===== src/rtl/pin_auth.sv =====
// rtl/pin_auth.sv - PIN entry and card authentication ahead of the ATM control FSM
// Collects four BCD digits, checks them against PIN_VALUE, and locks the card after MAX_TRIES failures.
module pin_auth #(
  parameter logic [15:0] PIN_VALUE      = 16'h1234,
  parameter logic [1:0]  MAX_TRIES      = 2'd3,
  parameter logic [23:0] TIMEOUT_CYCLES = 24'd10_000_000,
  parameter logic [23:0] DENY_HOLD      = 24'd5_000_000
) (
  input  logic       clk,
  input  logic       rst,
  input  logic       card_inserted,
  input  logic [3:0] digit_in,
  input  logic       digit_valid,
  input  logic       pin_clear,
  output logic [1:0] card_status,
  output logic [2:0] digit_count,
  output logic [1:0] tries_left,
  output logic       locked,
  output logic       entry_active,
  output logic       beep_pulse
);

  typedef enum logic [2:0] {
    WAIT_CARD,
    ENTER,
    CHECK,
    GRANTED,
    DENIED,
    LOCKED
  } state_t;

  state_t      state, state_d;
  logic [15:0] pin_buf, pin_buf_d;
  logic [2:0]  count_d;
  logic [1:0]  tries_d;
  logic [23:0] idle_timer, idle_timer_d;
  logic [23:0] hold_timer, hold_timer_d;
  logic        forced, forced_d;
  logic        beep_d;
  logic [1:0]  status_d;
  logic        digit_ok;

  assign digit_ok = digit_valid && (digit_in <= 4'd9);

  // Timers default to zero so any exit from their state clears them.
  always_comb begin
    state_d      = state;
    pin_buf_d    = pin_buf;
    count_d      = digit_count;
    tries_d      = tries_left;
    idle_timer_d = '0;
    hold_timer_d = '0;
    forced_d     = 1'b0;
    beep_d       = 1'b0;
    unique case (state)
      WAIT_CARD: begin
        if (card_inserted) begin
          state_d   = ENTER;
          pin_buf_d = '0;
          count_d   = '0;
          tries_d   = MAX_TRIES;
        end
      end
      ENTER: begin
        if (!card_inserted) begin
          state_d = WAIT_CARD;
        end else if (pin_clear) begin
          pin_buf_d = '0;
          count_d   = '0;
        end else if (digit_ok) begin
          pin_buf_d = {pin_buf[11:0], digit_in};
          count_d   = digit_count + 3'd1;
          beep_d    = 1'b1;
          if (digit_count == 3'd3) state_d = CHECK;
        end else if (idle_timer == TIMEOUT_CYCLES - 24'd1) begin
          state_d  = CHECK;
          forced_d = 1'b1;
        end else begin
          idle_timer_d = idle_timer + 24'd1;
        end
      end
      CHECK: begin
        if (!forced && (pin_buf == PIN_VALUE)) begin
          state_d = GRANTED;
        end else if (tries_left <= 2'd1) begin
          tries_d = 2'd0;
          state_d = LOCKED;
        end else begin
          tries_d = tries_left - 2'd1;
          state_d = DENIED;
        end
      end
      GRANTED: begin
        if (!card_inserted) state_d = WAIT_CARD;
      end
      DENIED: begin
        if (!card_inserted) begin
          state_d = WAIT_CARD;
        end else if (hold_timer == DENY_HOLD - 24'd1) begin
          state_d   = ENTER;
          pin_buf_d = '0;
          count_d   = '0;
        end else begin
          hold_timer_d = hold_timer + 24'd1;
        end
      end
      LOCKED: begin
        state_d = LOCKED;
      end
      default: begin
        state_d = WAIT_CARD;
      end
    endcase
  end

  // Outputs are registered from the next state so they line up with it.
  always_comb begin
    status_d = 2'b00;
    case (state_d)
      GRANTED: status_d = 2'b10;
      DENIED:  status_d = 2'b01;
      LOCKED:  status_d = card_inserted ? 2'b01 : 2'b00;
      default: status_d = 2'b00;
    endcase
  end

  always_ff @(posedge clk) begin
    if (!rst) begin
      state        <= WAIT_CARD;
      pin_buf      <= '0;
      idle_timer   <= '0;
      hold_timer   <= '0;
      forced       <= 1'b0;
      card_status  <= 2'b00;
      digit_count  <= 3'd0;
      tries_left   <= MAX_TRIES;
      locked       <= 1'b0;
      entry_active <= 1'b0;
      beep_pulse   <= 1'b0;
    end else begin
      state        <= state_d;
      pin_buf      <= pin_buf_d;
      idle_timer   <= idle_timer_d;
      hold_timer   <= hold_timer_d;
      forced       <= forced_d;
      card_status  <= status_d;
      digit_count  <= count_d;
      tries_left   <= tries_d;
      locked       <= (state_d == LOCKED);
      entry_active <= (state_d == ENTER);
      beep_pulse   <= beep_d;
    end
  end

endmodule


===== config.mk =====
export PLATFORM = sky130hd
export DESIGN_NAME = pin_auth
export DESIGN_NICKNAME = d
export VERILOG_FILES = /design/src/rtl/pin_auth.sv
export SDC_FILE = /design/constraint.sdc
export NUM_CORES = 1
export LEC_CHECK = 0
export CAP_MARGIN = 25
export CORE_MARGIN = 3
export CORE_UTILIZATION = 35
export DETAILED_ROUTE_END_ITERATION = 7
export PLACE_DENSITY_LB_ADDON = 0.1
export RECOVER_POWER = 25
export SKIP_LAST_GASP = 1
export SYNTH_ARGS = -nofsm -noshare
export SYNTH_HDL_FRONTEND = slang
export SYNTH_SLANG_ARGS = --single-unit

===== constraint.sdc =====
create_clock -name clk -period 4.58 [get_ports clk]
set_input_delay 0.916 -clock clk [delete_from_list [all_inputs] [get_ports clk]]
set_output_delay 0.916 -clock clk [all_outputs]
set_load 0.05 [all_outputs]

# Word level (Yosys, flattened, before mapping)

Index checks and enable logic that the tools add are counted.
W data, S select, Z words.

Register bits: 78
Input port bits: 9
Logic and storage cells: 86

Add/sub/neg operators: 4
Magnitude comparators: 2
Equal/unequal tests: 19
Multiplexer cells: 34
Bitwise gates (word level): 4
Reductions and logical operators: 12

Operators by type and width:

| operator                | count |
|---|---|
| $mux W16                | 6 |
| $add A24 B1 Y24 const B | 2 |
| $mux W3                 | 16 |
| $pmux W16 S3            | 1 |
| $eq A24 B23 Y1 const B  | 1 |
| $eq A24 B24 Y1 const B  | 1 |
| $pmux W3 S6             | 1 |
| $eq A16 B13 Y1 const B  | 1 |
| $eq A3 B2 Y1 const B    | 4 |
| $eq A3 B3 Y1 const B    | 4 |
| $ne A2 B2 Y1 const B    | 5 |
| $pmux W3 S3             | 1 |
| $reduce_or A4 Y1        | 2 |
| $eq A3 B1 Y1 const B    | 2 |
| $mux W2                 | 3 |
| $pmux W2 S3             | 1 |
| $reduce_and A6 Y1       | 1 |
| $reduce_or A6 Y1        | 1 |
| $reduce_or A5 Y1        | 1 |
| $le A4 B4 Y1 const B    | 1 |
| $mux W1                 | 4 |
| $not A1 Y1              | 4 |
| $pmux W2 S2             | 1 |
| $add A3 B1 Y3 const B   | 1 |
| 9 further kinds         | 10 |

# Depth between registers and ports, before layout

Depth after elaboration: 8
Gate-level depth with buffers: 7

# Worst setup path after synthesis

No wires, ideal clock.

Kind: in2reg
Start: in digit_in[1]
End: reg pin_buf[10]
Setup time: 116 ps
Data arrival time: 2,098 ps
Setup slack: 2,365 ps
Stages: 7
Buffers on the path: 1
Cell sequence: o21ai_0 nand2_1 a31oi_1 o21ai_2 clkbuf_1 nor2_1 a31o_2

Cells in the longest elaborated chain, start to end: 4

RTL lines:

| element                            | line | source |
|---|---|---|
| start: declaration                 | 12   | `input logic [3:0] digit_in,` |
| $le A4 B4 Y1                       | 43   | `assign digit_ok = digit_valid && (digit_in <= 4'd9);` |
| $logic_and A1 B1 Y1                | 43   |  |
| $ne A3 B3 Y1 (no source line)      | -    |  |
| $reduce_and A6 Y1 (no source line) | -    |  |
| end signal: assignment             | 142  | `pin_buf <= pin_buf_d;` |
| end: declaration                   | 33   | `logic [15:0] pin_buf, pin_buf_d;` |

Every way passes these cells.
A chain may end at the register's enable or synchronous reset.

# Worst setup path in the final report

Start: in digit_in[3]
End: reg pin_buf[11]

The elaborated chain is that of the path after synthesis.

==> metrics.txt <==
Avg Cell Area, Syn 8.835 um2; FF-to-FF path depth 7; vias in the first global route 2,620; drt first pass iters 4; Slew @ Worst Pin 0.8863 ns; IO Pins 19; DP Area 3757 um2; RSZ-0062 raised after global routing no; grt ovf 0; RR Endpoint hold_timer[16]; Peak VDD IR 0.0001568 V; endpoints failing hold 0; count of cell types in the netlist 43; Crit path required time 4.83 ns; global-route wire length before repair 12,320 um; Rel. slew slack 40.37%; 1st-iter DRT viols 99; design area 4008 um2; leakage 1.381 nW; fraction of registers with async set/reset 0%; initial core utilization 36.69%; multiplexer share of the synthesized area 0%; Hold WC Path Type register to register; CTS tree done; clk buf depth 2; clock tree sinks 78; most instantiated library cell after synthesis dfxtp_1; hold-critical path depth 1; Synth Area in Compound Gates 8.475%; Hold Crit Endpoint idle_timer[0]; Final period util 59.57%; maxcap violations 0; hold_buf cts 0; Power per Cell Area 340.5 nW/um2; Max Fanout on Critical Path 20; worst skew pair latency 0.36 ns; Final Util 42.56%; Period minus WS final 2.728 ns; vias per cell 4.923; most frequent cells after synthesis 78 x dfxtp_1, 70 x nor2_1, 44 x nand2_1, 23 x xor2_1, 21 x nand3_1; simple-gate portion of the synthesized area 31.91%; CORE AREA 9415 um2; Synth Area in Adders 1.449%; setup TNS 0 ns; Placer Congestion 0.7624; GRT Total Usage 13.57%; Vias 2,673; # port buffers 18; r2r setup slk 2.33 ns; critical path class input pin to register; initial antenna violation count 0; #FFs+latches synth 78; die span in y 105.4 um; status complete, no violations; cts repair resizes 0; Post-synth EDFFs 0; largest area contributor in the netlist dfxtp_1; nets 422; share of Yosys cell area claimed by the top area cell type 45.20%; hold wc startpoint idle_timer[0]; placed insts 527; reg2reg start hold_timer[0]; largest family of logic cells by synthesized area simple AND/OR/NAND/NOR gates; Finish-stage setup viols 0; H-tree Lvls 3; ranking of synthesized cells by area dfxtp_1 45%, nor2_1 7.6%, xor2_1 5.8%; post-synthesis xor/xnor area fraction 10.65%; largest net degree at the start of global routing 24; Finished Layout Cells 543; worst clock skew 0.009931 ns; Antenna diodes 0; Critical Path End Type register; synthesis warning total 0; register area share after synthesis 45.20%; DIE AREA 11,100 um2; CTS root buf clkbuf_8; row count 35; Max Slew Vio Count 0; HPWL after detailed placement 4924 um; post-synthesis cell count 391; highest clock rate 0.3666 GHz; Detailed Route WL 7056 um; syn nets 404; Critical Path AT 2.98 ns; die span in x 105.4 um; mapped cell area 3455 um2; share of layout cells above drive strength 1 11.11%; number of buffers created by CTS 9; Remaining DRCs 0; Routed Antenna Nets 0; Filler Cell Count 958; routed len/inst 12.99 um; Synth-to-Final Area Change 16.01%; postcts setup bufs 0; Worst setup SP type input pin; Post-synth top flop dfxtp_1; clk slew on worst S/H paths 0.08 ns
## flip-flops by register name, summed over array words and instances, names as in the netlist
register,cells
idle_timer,24
forced,1
locked,1
state,3
pin_buf,16
hold_timer,24
entry_active,1
tries_left,2
beep_pulse,1
card_status,2
digit_count,3
## kinds of logic after synthesis
| family | after synthesis |
|---|---|
| AND/OR/NAND/NOR | 207 |
| flip-flops | 78 |
| XOR/XNOR | 42 |
| AO/OA/AOI/OAI | 40 |
| buffers and inverters | 20 |
| adder cells (fa/ha/maj) | 4 |
## layout make-up
cell class,count,area (um2),area share [%]
Inverter,7,26.28,0.6556
Sequential cell,78,1562,38.96
Clock buffer,11,151.4,3.778
Timing Repair Buffer,20,195.2,4.870
Multi-Input combinational cell,293,1807,45.08
Tap cell,129,161.4,4.027
Clock inverter,5,105.1,2.623
## metrics by stage
step           hold WS [ns]  setup WS (ns)  power [mW]
2_1_floorplan        0.4412          2.365      0.7222
3_3_place_gp         0.4620          1.505      0.7382
3_5_place_dp         0.4715          1.462      0.7382
4_1_cts              0.4906          1.831       1.389
5_1_grt              0.5196          1.663       1.420
6_report             0.4850          1.852       1.365
## layout by cell type (no fill, tap or decap), drive strengths merged, types with 2 or more instances in the layout
| cell | n |
|---|---|
| dfxtp | 78 |
| nor2 | 70 |
| nand2 | 44 |
| xor2 | 23 |
| nand3 | 22 |
| xnor2 | 19 |
| a31o | 17 |
| nand4 | 14 |
| and3 | 12 |
| clkbuf | 11 |
| clkdlybuf4s50 | 11 |
| nor3 | 9 |
| inv | 7 |
| a21oi | 7 |
| dlygate4sd3 | 7 |
| o21ai | 7 |
| nor4 | 7 |
| nor2b | 5 |
| o31ai | 5 |
| and4 | 4 |
| ha | 4 |
| and2 | 4 |
| nor4b | 3 |
| nor4bb | 3 |
| bufinv | 3 |
| or4b | 2 |
| a31oi | 2 |
| or3 | 2 |
| clkinvlp | 2 |
| buf | 2 |
## worst max-delay path, stage by stage
cell             delay (ns)
clkdlybuf4s50_1        0.48
o21ai_0                0.10
nand2_1                0.16
a31oi_1                0.12
o21ai_2                0.59
buf_4                  0.34
nor2_1                 0.07
a31o_2                 0.21
## routing by layer
layer,GRT usage [%],vias up,part of all wire [%]
met5,0,-,0
met4,5.342,0,1.8
met3,4.287,11,4.1
met2,21.08,38,44
met1,17.47,1238,50
li1,-,1386,-
## how the worst max path moves through the flow
| stage | from | endpoint | slack, ns |
|---|---|---|---|
| 2_1_floorplan | digit_in[1] | pin_buf[10] | 2.37 |
| 3_3_place_gp | digit_in[1] | pin_buf[9] | 1.50 |
| 3_5_place_dp | digit_in[3] | pin_buf[10] | 1.46 |
| 4_1_cts | digit_in[3] | pin_buf[11] | 1.83 |
| 5_1_grt | digit_in[3] | pin_buf[11] | 1.66 |
| 6_report | digit_in[3] | pin_buf[11] | 1.85 |
## report_power, final
| part | internal (mW) | leakage, nW | total (mW) | switching, mW |
|---|---|---|---|---|
| sequential | 0.680 | 0.629 | 0.682 | 0.00217 |
| combinational | 0.0141 | 0.631 | 0.0395 | 0.0254 |
| clock | 0.392 | 0.122 | 0.643 | 0.252 |
No activity file was read; power rests on OpenSTA's default activity.
